[config.mk]
export PLATFORM = sky130hd
export DESIGN_NAME = mem_stage_hs
export DESIGN_NICKNAME = d
export VERILOG_FILES = /design/src/rtl/mem_stage_hs.sv
export SDC_FILE = /design/constraint.sdc
export NUM_CORES = 1
export LEC_CHECK = 0
export ABC_AREA = 1
export BUFFER_PORTS_ARGS = -buffer_cell sky130_fd_sc_hd__buf_2
export CORE_ASPECT_RATIO = 1.4
export CORE_UTILIZATION = 46
export DETAILED_ROUTE_END_ITERATION = 12
export PLACE_DENSITY = 0.78
export REMOVE_ABC_BUFFERS = 1
export SYNTH_ARGS = -nofsm -noshare
export SYNTH_HDL_FRONTEND = slang
export SYNTH_SLANG_ARGS = --single-unit
export TNS_END_PERCENT = 1
[constraint.sdc]
create_clock -name clk -period 3.9 [get_ports clk]
set_input_delay 0.195 -clock clk [delete_from_list [all_inputs] [get_ports clk]]
set_output_delay 0.195 -clock clk [all_outputs]
set_load 0.02 [all_outputs]
[src/rtl/mem_stage_hs.sv]
// Memory-access pipeline stage between execute and writeback.
// Three access classes:
//   none : retires on the next edge.
//   io   : hits the local I/O register and retires on the next edge.
//   mem  : latched into holding registers, then issued over a req/ready
//          handshake; upstream is stalled until the memory completes.
// Results leave through a registered writeback bundle.
module mem_stage_hs #(
    parameter int                DATA_W  = 16,
    parameter int                ADDR_W  = 16,
    parameter int                RD_W    = 3,
    parameter logic [ADDR_W-1:0] IO_ADDR = 16'hFFFF
) (
    input  logic              clk,
    input  logic              rst,
    input  logic              in_valid,
    input  logic [DATA_W-1:0] aluout,
    input  logic [DATA_W-1:0] b,
    input  logic              memread,
    input  logic              memwrite,
    input  logic              regwrite,
    input  logic [RD_W-1:0]   rd,
    output logic              stall,
    output logic              mem_req,
    output logic              mem_we,
    output logic [ADDR_W-1:0] mem_addr,
    output logic [DATA_W-1:0] mem_wdata,
    input  logic              mem_ready,
    input  logic [DATA_W-1:0] mem_rdata,
    input  logic [DATA_W-1:0] io_in,
    output logic [DATA_W-1:0] io_out,
    output logic              wb_valid,
    output logic [DATA_W-1:0] wb_data,
    output logic [RD_W-1:0]   wb_rd,
    output logic              wb_regwrite
);

    typedef enum logic [0:0] {IDLE, BUSY} state_t;

    state_t            state_reg;

    // Holding registers for the outstanding memory access
    logic [ADDR_W-1:0] addr_reg;
    logic [DATA_W-1:0] wdata_reg;
    logic              we_reg;
    logic [RD_W-1:0]   rd_reg;
    logic              regwrite_reg;

    // Registered writeback bundle and I/O register
    logic              wb_valid_reg;
    logic [DATA_W-1:0] wb_data_reg;
    logic [RD_W-1:0]   wb_rd_reg;
    logic              wb_regwrite_reg;
    logic [DATA_W-1:0] io_out_reg;

    // Access-class decode; a simultaneous read and write counts as a store
    logic access;
    logic is_io;
    logic is_mem;

    assign access = memread | memwrite;
    assign is_io  = access && (aluout[ADDR_W-1:0] == IO_ADDR);
    assign is_mem = access && !is_io;

    // Stall: raised on the accept cycle of a memory access and while waiting
    // for mem_ready; held low during reset so upstream is never frozen.
    always_comb begin
        stall = 1'b0;
        if (rst) begin
            case (state_reg)
                IDLE:    stall = in_valid && is_mem;
                BUSY:    stall = !mem_ready;
                default: stall = 1'b0;
            endcase
        end
    end

    // Request bundle comes straight from registers, so it stays stable while
    // the memory inserts wait states.
    assign mem_req     = (state_reg == BUSY);
    assign mem_we      = we_reg;
    assign mem_addr    = addr_reg;
    assign mem_wdata   = wdata_reg;

    assign io_out      = io_out_reg;
    assign wb_valid    = wb_valid_reg;
    assign wb_data     = wb_data_reg;
    assign wb_rd       = wb_rd_reg;
    assign wb_regwrite = wb_regwrite_reg;

    // Stage FSM: accepts instructions in IDLE, waits out the handshake in BUSY,
    // and produces the registered writeback pulse.
    always_ff @(posedge clk) begin
        if (!rst) begin
            state_reg       <= IDLE;
            addr_reg        <= '0;
            wdata_reg       <= '0;
            we_reg          <= 1'b0;
            rd_reg          <= '0;
            regwrite_reg    <= 1'b0;
            wb_valid_reg    <= 1'b0;
            wb_data_reg     <= '0;
            wb_rd_reg       <= '0;
            wb_regwrite_reg <= 1'b0;
            io_out_reg      <= '0;
        end else begin
            // Pulse-style strobes default low; data and rd hold their value
            wb_valid_reg    <= 1'b0;
            wb_regwrite_reg <= 1'b0;
            case (state_reg)
                IDLE: begin
                    if (in_valid) begin
                        if (is_mem) begin
                            addr_reg     <= aluout[ADDR_W-1:0];
                            wdata_reg    <= b;
                            we_reg       <= memwrite;
                            rd_reg       <= rd;
                            regwrite_reg <= regwrite;
                            state_reg    <= BUSY;
                        end else begin
                            wb_valid_reg <= 1'b1;
                            wb_rd_reg    <= rd;
                            if (is_io && memwrite) begin
                                io_out_reg      <= b;
                                wb_data_reg     <= aluout;
                                wb_regwrite_reg <= 1'b0;
                            end else if (is_io) begin
                                wb_data_reg     <= io_in;
                                wb_regwrite_reg <= regwrite;
                            end else begin
                                wb_data_reg     <= aluout;
                                wb_regwrite_reg <= regwrite;
                            end
                        end
                    end
                end
                BUSY: begin
                    if (mem_ready) begin
                        wb_valid_reg <= 1'b1;
                        wb_rd_reg    <= rd_reg;
                        if (we_reg) begin
                            wb_data_reg     <= DATA_W'(addr_reg);
                            wb_regwrite_reg <= 1'b0;
                        end else begin
                            wb_data_reg     <= mem_rdata;
                            wb_regwrite_reg <= regwrite_reg;
                        end
                        state_reg <= IDLE;
                    end
                end
                default: state_reg <= IDLE;
            endcase
        end
    end

endmodule
==> reports/metrics.cfg, run 1 <==
[cells_and_area]
nNetsFinal=688
post-route-util_pct=59.10
layout_common_cells=145 x buf_2, 90 x nand2_1, 75 x dfxtp_1
syn2layout_area_growth_pct=25.09
final_design_area_no_fill_sq_um=4323
layout-drive-gt1-share_pct=27.67
n_antenna_cell=0
layout_commonest_cell=buf_2

[timing]
finalCriticalPeriod_ns=3.256
fmax_mhz=307.1
relSlewSlack_pct=15.52
setup_violations=0
setup-tns-final_ns=0
skew_ns=0.01143
final_hold_viol_count=0
tightest_slew_ns=1.263
post-route-period-util_pct=83.48
hold_ws_ns=0.1261
finalMaxSlewViolations=0
rsz0062_at_grt=no

[clock_network]
cts_max_path_buffers=2
cts_resized=0
clk_pin_slew_worst_paths_ns=0.08
cts_setup_buffers=0
cts_buffers=9
htree_levels=3
cts-root-buf=clkbuf_8
hold_buffers=0
clock_sinks=75
clk_latency_ns=0.34
cts_tree=yes

[global_routing]
antenna_found_initial=1
track_usage_pct=24.24
grtUsageMet1_pct=28.83
grt_max_degree=58
use_met2_pct=40.67
gr-total-overflow=0
busiest_layer=met2
grt_pass1_wl_mm=14.76
grt_pass1_vias=3262
met3_usage_pct=7.907

[placed_design]
dp_hpwl_mm=6.245
gp_congestion=0.7828
numPortBuffers=145
place_area_sq_um=4131

[status]
status=finished clean

[detailed_routing]
ant_nets=0
drtIter0Drc=144
drc=0
wl_per_cell_um=12.93
dr_total_vias=3532
dr.pass1.iters=4
routed_wirelength_mm=9.243
vias_per_cell=4.940

[worst_setup_path]
critPathCaptureType=output pin
cp_cell_sequence=buf_2, nand2_1, nor2_1, nand2_1, nor2_2, nor2_1, nand2_2, a21oi_1, buf_2
criticalPathCategory=input port to output pin
worst_path_max_delay_cell=nor2_1
worst_path_dominant_cell_family=simple AND/OR/NAND/NOR gates
rrSetupSlack_ns=1.42
r2r_end=io_out[8]
critPathLaunchType=input port
worstRegToRegCells=6
crit_path_max_incr_delay_ns=0.94
cp.arrival_ns=3.06
path_max_fanout=57
r2r_start=mem_req
critPathBufInv=2
required_ns=3.70

[floorplan]
core_area_sq_um=7315
ios=146
initial_core_util_pct=47.25
die-area_sq_um=7868
rows=37
die_w_um=75.26
die_h_um=104.6

[worst_hold_path]
min_path_cells=3
hold-path-endpoint=mem_wdata[11]
hp-class=input port to flop
hold_path_startpoint=b[11]

[pwr]
power_leakage_nw=2.125
peakVddDrop_uv=277.7
p_per_area_nw_per_um2=402.8

[logic_synthesis]
synth_cell_types=19
yosys_warnings=0
syn_area_sq_um=3456
yosysSeqAreaShare_pct=43.45
synth-seq-cells=75
synth_cells=492
avgSynthCellArea_sq_um=7.024

[flow_run]
drv_cap=0

cell families after synthesis:
logic type | share of synthesized area [%]
compound gates | 21.69
buf+inv | 11.26
flops | 43.45
simple gates | 23.61
synth_stat cells:
cell       n  area share (%)
o21ai_0   52             7.5
nand3b_1  19             4.1
o21ai_2    1            0.25
buf_6      3            0.98
o21bai_1  16             3.5
nor2_2     3            0.54
clkbuf_1  17             1.8
dfxtp_1   75              43
or2_2      1            0.18
inv_1     56             6.1
nand2_2    5            0.91
nand2_1   90             9.8
a21oi_1   72              10
buf_1      3            0.33
buf_4      4            0.87
nor2_1    46             5.0
buf_2      8             1.2
nand4_1    1            0.18
nand3_1   20             2.9
worst reg2reg max path, delay by kind of cell, from the launching register on:
family | cells | cell delay [ns]
buffers and inverters | 2 | 0.58
AO/OA/AOI/OAI | 2 | 0.54
flip-flops | 1 | 0.33
AND/OR/NAND/NOR | 2 | 0.91
through the flow:
step | total power [mW] | setup WS (ns) | std cells
2_1_floorplan | 1.044 | 1.203 | 457
3_3_place_gp | 1.170 | 0.7150 | 700
3_5_place_dp | 1.175 | 0.6329 | 700
4_1_cts | 1.752 | 0.6339 | 715
5_1_grt | 1.831 | 0.3181 | 715
6_report | 1.741 | 0.6442 | 715
layer usage:
metal / vias up / share of wire, %
met3: 14 / 8.0
met4: 0 / 1.3
met1: 1565 / 42
li1: 1822 / -
met2: 131 / 48
met5: - / 0
cell type report:
type / instances / area (sq um)
multi-input cells: 326 / 1565
flip-flops and latches: 75 / 1501
clock buffers: 9 / 123.9
fillers: 724 / 2992
repair buffers: 146 / 733.2
well taps: 97 / 121.4
clock inverters: 6 / 67.56
inverters: 56 / 210.2
power breakdown:
group	internal [mW]	total (mW)	switching, mW	leakage (nW)
Sequential	0.811	0.839	0.0279	0.614
Combinational	0.119	0.319	0.199	1.42
Clock	0.293	0.584	0.291	0.0913
how the worst max path moves through the flow:
stage | start | end | slack (ns) | cells past startpoint
finish | aluout[13] | stall | 0.64 | 9
global route | aluout[13] | stall | 0.32 | 9
CTS | aluout[13] | stall | 0.63 | 9
detailed placement | aluout[13] | stall | 0.63 | 9
global placement | aluout[13] | mem_addr[2] | 0.71 | 9
floorplan | mem_req | stall | 1.20 | 5
Note: power is estimated with default switching activity, not from simulation.
==> inputs of run 2 (changes only) <==
CORE_UTILIZATION = 43   (was 46)
PLACE_DENSITY = 0.77   (was 0.78)
clock period = 2.7 ns   (was 3.9 ns; I/O delays follow)
==> reports/metrics.cfg, run 2 (synthesis gave the netlist of run 1 again) <==
[status]
status=finished clean

[clock_network]
clock_sinks=75
htree_levels=3
clk_latency_ns=0.35
cts_setup_buffers=0
cts_max_path_buffers=2
cts_tree=yes
clk_pin_slew_worst_paths_ns=0.09
cts_buffers=9
cts_resized=0
cts-root-buf=clkbuf_8
hold_buffers=0

[cells_and_area]
instances_no_fill=727
final_design_area_no_fill_sq_um=4420
layout-drive-gt1-share_pct=28.71
layout_common_cells=145 x buf_2, 90 x nand2_1, 75 x dfxtp_1
n_antenna_cell=0
nFillCells=754
nNetsFinal=696
syn2layout_area_growth_pct=27.91
layout_commonest_cell=buf_2

[global_routing]
use_met2_pct=40.96
busiest_layer=met2
grtUsageMet1_pct=25.21
grt_max_degree=54
grt_pass1_wl_mm=15.17
met3_usage_pct=5.570
grt_pass1_vias=3433
gr-total-overflow=0
track_usage_pct=22.93
antenna_found_initial=0

[floorplan]
core_area_sq_um=7750
initial_core_util_pct=44.59
die_h_um=108.1
die-area_sq_um=8404
rows=38
die_w_um=77.77
ios=146

[detailed_routing]
wl_per_cell_um=12.86
routed_wirelength_mm=9.352
drtIter0Drc=130
drc=0
dr_total_vias=3567
dr.pass1.iters=4
vias_per_cell=4.906
ant_nets=0

[placed_design]
place_area_sq_um=4195
gp_congestion=0.7601
numPortBuffers=145
dp_hpwl_mm=6.632
dp.cells=711

[timing]
setup_violations=0
setup-tns-final_ns=0
tightest_slew_ns=0.6902
rsz0062_at_grt=no
relSlewSlack_pct=53.94
skew_ns=0.01067
finalCriticalPeriod_ns=2.041
finalMaxSlewViolations=0
final_hold_viol_count=0
fmax_mhz=490.0
post-route-period-util_pct=75.59

[flow_run]
drv_cap=0

[worst_setup_path]
path_max_fanout=22
critPathLaunchType=flop
criticalPathCategory=flop to output pin
cp.arrival_ns=1.91
required_ns=2.57
critPathCaptureType=output pin

[pwr]
p_per_area_nw_per_um2=599.5
peakVddDrop_uv=365.9
power_leakage_nw=2.176

[worst_hold_path]
hp-class=input port to flop

## run 2: cell types whose count changed in the layout (fill, tap and decap cells not counted), sizes merged
| cell | change |
|---|---|
| buf | +8 |
| bufinv | +1 |
| clkinv | -1 |
| inv | +1 |
## run 2: routing by layer
layer	up-vias	share of wire, %
met5	-	0
met1	1581	41
met4	0	2.3
met2	130	50
li1	1838	-
met3	18	7.3
## run 2: power by group
| part | switching (mW) | internal, mW |
|---|---|---|
| combinational | 0.296 | 0.179 |
| sequential | 0.0337 | 1.17 |
| clock | 0.444 | 0.526 |
## run 2: final timing paths
kind / start / slack [ns] / end / cells past startpoint
max: mem_req / 0.66 / stall / 6
min: b[6] / 0.05 / mem_wdata[6] / 3
max reg2reg: mem_req / 0.78 / wb_rd[1] / 8
min reg2reg: io_out[1] / 0.44 / io_out[1] / 2
## run 2: per-stage QoR
step	worst slack [ns]	total power [mW]	hold slack [ns]	util [%]
after CTS	0.6197	2.669	0.03843	57.04
after floorplan	0.06254	1.507	0.2558	-
after global placement	0.7756	1.695	0.4174	54.13
final	0.6591	2.650	0.05282	57.04
after global routing	0.4735	2.774	0.05038	57.04
after detailed placement	0.7623	1.707	0.4239	54.13
## run 2: layout make-up
| type | instances | area (sq um) | share of cell area [%] |
|---|---|---|---|
| Clock buffer | 9 | 123.9 | 2.802 |
| Timing Repair Buffer | 154 | 793.3 | 17.95 |
| Inverter | 56 | 210.2 | 4.755 |
| Clock inverter | 7 | 101.3 | 2.293 |
| Tap cell | 100 | 125.1 | 2.830 |
| Multi-Input combinational cell | 326 | 1565 | 35.41 |
| Sequential cell | 75 | 1501 | 33.97 |
## run 2: worst max-delay path, cell delays in order (launching register included)
cell and delay [ns]:
dfxtp_1 0.33, inv_1 0.32, nand2_1 0.09, inv_1 0.13, nand2_2 0.27, a21oi_1 0.21
buf_2 0.19
==> inputs of run 3 (changes only) <==
ABC_AREA = 0   (was 1)
CORE_UTILIZATION = 46   (was 43)
PLACE_DENSITY = 0.78   (was 0.77)
clock period = 2 ns   (was 2.7 ns; I/O delays follow)
==> reports/metrics.cfg, run 3 <==
[cells_and_area]
layout_commonest_cell=buf_2
nFillCells=661
layout_common_cells=145 x buf_2, 75 x dfxtp_1, 71 x a21oi_1
post-route-util_pct=62.96
nNetsFinal=622
seqCellArea_sq_um=1501
instances_no_fill=647
multiInputGateArea_sq_um=1769
n_antenna_cell=0
final_design_area_no_fill_sq_um=4481
syn2layout_area_growth_pct=30.22
layout-drive-gt1-share_pct=34.78

[global_routing]
grt_max_degree=42
gr-total-overflow=0
grt_pass1_vias=3550
antenna_found_initial=0
grt_pass1_wl_mm=16.41
track_usage_pct=26.93

[timing]
setup-tns-final_ns=0
finalMaxSlewViolations=0
final_hold_viol_count=0
rsz0062_at_grt=no
setup_violations=0
hold_ws_ns=0.01217
post-route-period-util_pct=92.17
finalCriticalPeriod_ns=1.843
fmax_mhz=542.5
skew_ns=0.009491
relSlewSlack_pct=60.13
tightest_slew_ns=0.5944

[detailed_routing]
routed_wirelength_mm=10.13
dr.pass1.iters=5
wl_per_cell_um=15.66
drc=0
dr_total_vias=3649
drtIter0Drc=200
ant_nets=0
vias_per_cell=5.640

[logic_synthesis]
synth.area.top_cells=dfxtp_1 44%, a21oi_1 10%, mux2i_1 9.3%, nand3_1 7.7%, o21ai_0 6.8%
synth_top_area_share_pct=43.64
synth_cells=414
synth_cell_types=33
synthMostInstantiatedCell=dfxtp_1
synth-seq-cells=75
synth_ff_type=dfxtp_1
avgSynthCellArea_sq_um=8.311
yosysSeqAreaShare_pct=43.64
synth_largest_area_cell=dfxtp_1
synth_top_cells_by_count=75 x dfxtp_1, 72 x a21oi_1, 53 x nand3_1
syn_area_sq_um=3441
synth-edff-count=0
async_flop_share_pct=0
yosys_warnings=0

[floorplan]
die-area_sq_um=7835
rows=36
ios=146
die_h_um=104.3
core_area_sq_um=7117
die_w_um=75.10
initial_core_util_pct=48.35

[pwr]
p_per_area_nw_per_um2=738.4
power_leakage_nw=1.991
peakVddDrop_uv=521.8

[worst_setup_path]
required_ns=1.90
rrSetupSlack_ns=0.20
path_max_fanout=41
critPathCaptureType=output pin
critPathLaunchType=flop
worstRegToRegCells=4
cp.arrival_ns=1.74
criticalPathCategory=flop to output pin

[clock_network]
clk_pin_slew_worst_paths_ns=0.07
cts_buffers=9
cts-root-buf=clkbuf_8
cts_resized=0
clk_latency_ns=0.35
htree_levels=3
cts_tree=yes
cts_max_path_buffers=2
cts_setup_buffers=0
clock_sinks=75

[placed_design]
gp_congestion=0.8282
place_area_sq_um=4293
dp.cells=631
dp_hpwl_mm=7.204
numPortBuffers=145

[status]
status=finished clean

[flow_run]
drv_cap=0

[worst_hold_path]
min_path_cells=3
hp-class=input port to flop

==> run 3: layout make-up <==
cell class	count	share of cell area (%)
sequential	75	33.51
inverter	5	0.4189
tap	95	2.653
multi-input combinational	293	39.49
clock inverter	2	0.2234
timing repair buffer	164	19.94
clock buffer	13	3.770
==> run 3: kinds of logic (layout without fill, tap and decap cells) <==
group                  after synthesis  after routing  share of synthesized area (%)
multiplexers                        35             35                          10.29
AO/OA/AOI/OAI                      150            150                          24.69
buffers and inverters               47            184                          5.745
AND/OR/NAND/NOR                    107            108                          15.64
flip-flops                          75             75                          43.64
==> run 3: per-stage QoR <==
stage	power [mW]	setup WS (ns)
CTS	3.330	0.1144
detailed placement	2.268	0.03016
finish	3.309	0.1566
global route	3.477	0.001223
global placement	2.251	0.1343
floorplan	1.985	-2.871
==> run 3: what timing repair did <==
action | in CTS | in global routing
endpoints found under the setup margin | 1 | 0
endpoints found under the hold margin | 0 | 0
hold buffers | 0 | 0
==> run 3: routing by layer <==
layer	share of wire, %	routed length [um]	up-vias	track usage, %
met5	0	0	-	0
met4	1.7	170	0	10.78
met3	6.5	659	20	7.074
met2	50	5060	141	45.62
met1	42	4243	1710	31.20
li1	-	-	1778	-
==> run 3: worst paths after layout <==
path | from | endpoint
max | mem_req | stall
min | b[14] | io_out[14]
max reg2reg | mem_req | wb_data[9]
min reg2reg | wb_data[6] | wb_data[6]
==> run 3: critical path, cell delays in order, from the launching register on <==
cell	delay, ns
dfxtp_1	0.31
buf_4	0.26
nor2b_4	0.34
a21oi_1	0.14
nor2_1	0.15
buf_2	0.20
==> run 3: report_power, final <==
group          switching (mW)  internal [mW]  leakage (nW)  total [mW]
Combinational           0.387          0.246          1.28       0.633
Sequential             0.0390           1.57         0.612        1.61
Clock                   0.527          0.542        0.0953        1.07
Total                   0.953           2.36          1.99        3.31
